`src/rtl/uart_tx_arbiter.sv`:
```
// uart_tx_arbiter: round-robin sharing of one UART transmitter between
// NUM_REQ byte requesters, each carrying its own 2-bit baud code.
//
// Ports:
//   clock, reset          rising-edge clock, synchronous active-high reset
//   req_valid/data/baud   per-requester byte handshake, data and baud code
//   req_ready             one-hot single-cycle accept pulse (GRANT state)
//   tx_data, tx_baud      byte and baud code presented to the Tx datapath
//   tx_start              single-cycle frame start pulse
//   tx_busy, tx_done      transmitter mid-frame flag and end-of-frame pulse
//   grant_id              index of the current/last granted requester
//   arb_busy              high whenever the arbiter is not idle
//   timeout               single-cycle watchdog pulse
//
// Build option: define UART_TX_ARB_TIMEOUT_EN to add the START/WAIT
// watchdog (TIMEOUT_CYCLES). Without it, timeout is tied low and the
// arbiter waits on the transmitter indefinitely.

module uart_tx_arbiter #(
    parameter int NUM_REQ       = 4,
    parameter int SETTLE_CYCLES = 4
`ifdef UART_TX_ARB_TIMEOUT_EN
    ,
    parameter int TIMEOUT_CYCLES = 250000
`endif
) (
    input  logic                 clock,
    input  logic                 reset,
    input  logic [NUM_REQ-1:0]   req_valid,
    input  logic [8*NUM_REQ-1:0] req_data,
    input  logic [2*NUM_REQ-1:0] req_baud,
    output logic [NUM_REQ-1:0]   req_ready,
    output logic [7:0]           tx_data,
    output logic [1:0]           tx_baud,
    output logic                 tx_start,
    input  logic                 tx_busy,
    input  logic                 tx_done,
    output logic [2:0]           grant_id,
    output logic                 arb_busy,
    output logic                 timeout
);

    localparam int IW = (NUM_REQ > 2) ? $clog2(NUM_REQ) : 1;
    localparam int SW = (SETTLE_CYCLES > 1) ? $clog2(SETTLE_CYCLES + 1) : 1;
    localparam logic [SW-1:0] SET_LAST = SW'(SETTLE_CYCLES - 1);

    typedef enum logic [2:0] {
        IDLE,
        GRANT,
        SETTLE,
        START,
        WAIT
    } state_e;

    state_e        state_q;
    logic [IW-1:0] rr_q;
    logic [IW-1:0] rr_d;
    logic [SW-1:0] set_q;
    logic [7:0]    data_q;
    logic [1:0]    baud_q;
    logic [2:0]    gid_q;
    logic          timeout_q;

    logic          found;
    logic [IW-1:0] win;
    logic [IW-1:0] idx;
    logic [7:0]    win_data;
    logic [1:0]    win_baud;
    logic          to_hit;

    // First valid requester searching upward from rr_q, wrapping.
    always_comb begin
        found = 1'b0;
        win   = '0;
        idx   = '0;
        for (int k = 0; k < NUM_REQ; k++) begin
            idx = IW'((int'(rr_q) + k) % NUM_REQ);
            if (!found && req_valid[idx]) begin
                found = 1'b1;
                win   = idx;
            end
        end
    end

    assign win_data = req_data[int'(win)*8 +: 8];
    assign win_baud = req_baud[int'(win)*2 +: 2];
    assign rr_d     = (win == IW'(NUM_REQ - 1)) ? '0 : win + 1'b1;

`ifdef UART_TX_ARB_TIMEOUT_EN
    localparam logic [17:0] TO_LAST = 18'(TIMEOUT_CYCLES - 1);

    logic [17:0] to_q;

    assign to_hit = (to_q == TO_LAST);
`else
    assign to_hit = 1'b0;
`endif

    always_ff @(posedge clock) begin
        if (reset) begin
            state_q   <= IDLE;
            rr_q      <= '0;
            set_q     <= '0;
            data_q    <= '0;
            baud_q    <= 2'b00;
            gid_q     <= '0;
            timeout_q <= 1'b0;
`ifdef UART_TX_ARB_TIMEOUT_EN
            to_q      <= '0;
`endif
        end else begin
`ifdef UART_TX_ARB_TIMEOUT_EN
            // Counter only survives while the state holds in START/WAIT.
            timeout_q <= 1'b0;
            to_q      <= '0;
            if ((state_q == START && tx_busy) ||
                (state_q == WAIT && !tx_done)) begin
                if (to_hit) begin
                    timeout_q <= 1'b1;
                end else begin
                    to_q <= to_q + 1'b1;
                end
            end
`endif
            unique case (state_q)
                IDLE: begin
                    if (|req_valid) begin
                        state_q <= GRANT;
                    end
                end
                GRANT: begin
                    if (found) begin
                        data_q <= win_data;
                        gid_q  <= 3'(win);
                        rr_q   <= rr_d;
                        if (win_baud != baud_q) begin
                            baud_q  <= win_baud;
                            set_q   <= '0;
                            state_q <= SETTLE;
                        end else begin
                            state_q <= START;
                        end
                    end else begin
                        // Requester withdrew before accept.
                        state_q <= IDLE;
                    end
                end
                SETTLE: begin
                    if (set_q == SET_LAST) begin
                        state_q <= START;
                    end else begin
                        set_q <= set_q + 1'b1;
                    end
                end
                START: begin
                    if (!tx_busy) begin
                        state_q <= WAIT;
                    end else if (to_hit) begin
                        state_q <= IDLE;
                    end
                end
                WAIT: begin
                    if (tx_done || to_hit) begin
                        state_q <= IDLE;
                    end
                end
                default: state_q <= IDLE;
            endcase
        end
    end

    // Accept pulse and frame start must land in the GRANT/START cycle
    // itself; reset masks them so nothing fires on the reset edge.
    always_comb begin
        req_ready = '0;
        if (state_q == GRANT && found && !reset) begin
            req_ready[win] = 1'b1;
        end
    end

    assign tx_start = (state_q == START) && !tx_busy && !reset;
    assign tx_data  = data_q;
    assign tx_baud  = baud_q;
    assign grant_id = gid_q;
    assign arb_busy = (state_q != IDLE);
    assign timeout  = timeout_q;

endmodule
```
`config.mk`:
```
export PLATFORM = sky130hd
export DESIGN_NAME = uart_tx_arbiter
export DESIGN_NICKNAME = d
export VERILOG_FILES = /design/src/rtl/uart_tx_arbiter.sv
export SDC_FILE = /design/constraint.sdc
export NUM_CORES = 1
export LEC_CHECK = 0
export CAP_MARGIN = 5
export CORE_MARGIN = 1
export CORE_UTILIZATION = 38
export DETAILED_ROUTE_END_ITERATION = 8
export PLACE_DENSITY_LB_ADDON = 0.2
export SETUP_SLACK_MARGIN = 0.4
export SLEW_MARGIN = 10
export SYNTH_ARGS = -nofsm -noshare
export SYNTH_HDL_FRONTEND = slang
export SYNTH_SLANG_ARGS = --single-unit
export TNS_END_PERCENT = 100
```
`constraint.sdc`:
```
create_clock -name clock -period 9.4 [get_ports clock]
set_clock_uncertainty 0.2 [all_clocks]
set_input_delay 2.82 -clock clock [delete_from_list [all_inputs] [get_ports clock]]
set_output_delay 2.82 -clock clock [all_outputs]
set_load 0.01 [all_outputs]
```
==> impl_metrics.csv <==
group,metric,value,unit
critical_path,crit_required,6380,ps
timing,fin_crit_sh,88.1,%
critical_path,crit_path_start,"req_valid[1]",
grt,grtUsageTotal,18.9,%
critical_path,cp-endpoint,"req_ready[3]",
floorplanning,die_width,63.1,um
critical_path,worstRegToRegCells,9,
critical_path,r2r-end,"set_q[0]",
cells_and_area,drive_gt1_share,6.46,%
logic_synthesis,netlist.area_leader.share,28.2,%
floorplanning,die-area,3980,um2
placement,hpwl,2.75,mm
routing,first_pass_iters,4,
floorplanning,start_util,40.9,%
cells_and_area,diodes,0,
critical_path,reg2reg_slack,6880,ps
floorplanning,die_h,63.1,um
cts,clock_latency,260,ps
critical_path,path_max_fanout,16,
timing,finalHoldViolations,0,
logic_synthesis,synth_area,1420,um2
logic_synthesis,synth_top_flop_cell,"dfxtp_1",
cells_and_area,nets,318,
critical_path,reg2reg_from,"rr_q[0]",
placement,gp_congestion,0.834,
timing,fmax,121,MHz
cts,cts_max_level,1,
power,pwr_density_cell,199,nW/um2
routing,ant_nets,0,
timing,setup_ws,1120,ps
grt,overflow,0,
cts,tritoncts_num_sinks,20,
logic_synthesis,syn_avg_cell_area,7.02,um2
logic_synthesis,synth_edf_count,0,
cts,clk_pin_slew,70,ps
timing,slew_violations,0,
logic_synthesis,ys_ff_latch,20,
critical_path,endpoint_kind,"output pin",
placement,io_buffers,65,
routing,remaining_drc_errors,0,
logic_synthesis,synthCells,202,
timing,rsz0062_at_grt,"no",
floorplanning,core,3470,um2
cts,clock_path_buffers,2,
worst_hold_path,min_path_type,"flip-flop to flip-flop",
timing,tightest_slew,626,ps
cells_and_area,final_util,61.9,%
grt,grt_pass1_vias,1374,
grt,grt_pass1_wl,6.07,mm
routing,vias_per_cell,4.99,
worst_hold_path,hold_start,"tx_data[4]",
power,power.leakage,0.852,nW
routing,route.detailed.wl_per_inst,11.9,um
cts,cts_root_buf,"clkbuf_8",
placement,dp_slack,1120,ps
floorplanning,io_pins,68,
timing,slew_headroom,57.9,%
floorplanning,num_rows,21,
logic_synthesis,synth_top_area_cell,"dfxtp_1",
critical_path,worst_ep_arrival_time,5260,ps
logic_synthesis,ys_top_cells_by_area,"dfxtp_1 (28%), nand2_1 (14%), nand3_1 (8.8%), a21oi_1 (6.0%), ha_1 (5.3%)",
cells_and_area,fin_cells,309,
logic_synthesis,yosys.cell_count.top_type,"nand2_1",
grt,antenna_found_initial,0,
routing,vias,1543,
timing,setup_viol,0,
cts,post-cts-setup-buffers,0,
logic_synthesis,yosysWarnings,0,
logic_synthesis,synthArstFlopShare,0,%
cells_and_area,fillers,343,
logic_synthesis,synth_commonest_cells,"nand2_1 (53), nand3_1 (25), dfxtp_1 (20)",
cts,numCtsBuffers,3,
logic_synthesis,yosysSeqAreaShare,28.2,%
logic_synthesis,ys_types,42,
cells_and_area,area_delta_synth_final,51.4,%
critical_path,worst-setup-path-type,"primary input to output pin",
timing,min_period,8280,ps
routing,drt_iter0_drc,94,
critical_path,startpoint_type,"primary input",
power,ir_drop,0.0955,mV
flow_run,drv_cap,0,
cts,cts-resized-gates,0,
cts,ctsHoldBuffers,0,
cts,cts_tree,"done",
routing,drt-total-wl,3.68,mm
placement,dp_cells,305,
status,outcome,"finished clean",
timing,fin_setup_tns,0,ps
grt,grt_max_degree,25,
worst min path at each step:
stage / end / depth (start not counted)
2_1_floorplan: state_q[1] / 2
3_3_place_gp: tx_data[4] / 2
3_5_place_dp: tx_data[4] / 2
4_1_cts: tx_data[4] / 2
5_1_grt: tx_data[4] / 2
6_report: tx_data[4] / 2
metal layers:
layer | vias to the layer above | wire [um] | track usage (%)
met4 | 0 | 20 | 3.49
met1 | 671 | 1700 | 24.0
li1 | 818 | - | -
met2 | 52 | 1700 | 31.9
met3 | 2 | 262 | 5.43
met5 | - | 0 | 0
flip-flops by register name (all words and copies together), names as in the netlist:
| signal | flops |
|---|---|
| grant_id | 2 |
| tx_baud | 2 |
| rr_q | 2 |
| state_q | 3 |
| tx_data | 8 |
| set_q | 3 |
cell usage in the layout (no fill, tap or decap), types with 3 or more instances in the layout:
cell	netlist	routed
a21oi_1	17	17
and2_1	4	4
and3_1	3	3
buf_4	2	4
clkbuf_8	0	4
clkdlybuf4s50_1	0	65
dfxtp_1	20	20
ha_1	6	6
inv_1	6	6
nand2_1	53	53
nand3_1	25	25
nand3b_1	3	3
nor2_1	9	9
nor2b_1	4	4
nor3_1	4	4
o211a_1	3	3
o21ai_0	4	4
logic make-up after synthesis:
logic type,Yosys count,share of synthesized area [%]
flops,20,28.2
xor+xnor,1,0.617
fa+ha+maj,6,5.29
mux,2,2.29
compound gates,41,19.9
buf+inv,20,7.23
other cells,1,0.264
simple gates,111,36.2
stage by stage:
stage	hold WS [ps]	area (um2)	total power, mW
finish	254	2150	0.427
global route	278	2150	0.458
CTS	258	2150	0.429
detailed placement	249	2090	0.362
global placement	241	2090	0.361
floorplan	279	1420	0.276
final cells by class:
type                            count  area (um2)  share of cell area (%)
Inverter                            7        28.8                    1.34
Timing Repair Buffer               69         681                    31.7
Multi-Input combinational cell    163         926                    43.1
Tap cell                           46        57.6                    2.68
Sequential cell                    20         400                    18.6
Clock buffer                        4        55.1                    2.56
worst max-delay path, cell delays in order:
cell and delay, ps:
clkdlybuf4s50_1 560, nor2b_1 90, nor2_1 140, o221ai_1 140, buf_4 210, inv_1 370, ha_1 270, and2_1 130
clkdlybuf4s50_1 530
where the power goes:
part | internal, mW | switching [mW]
Clock | 0.0373 | 0.0288
Combinational | 0.110 | 0.125
Sequential | 0.107 | 0.0193
No activity file was read; power rests on OpenSTA's default activity.
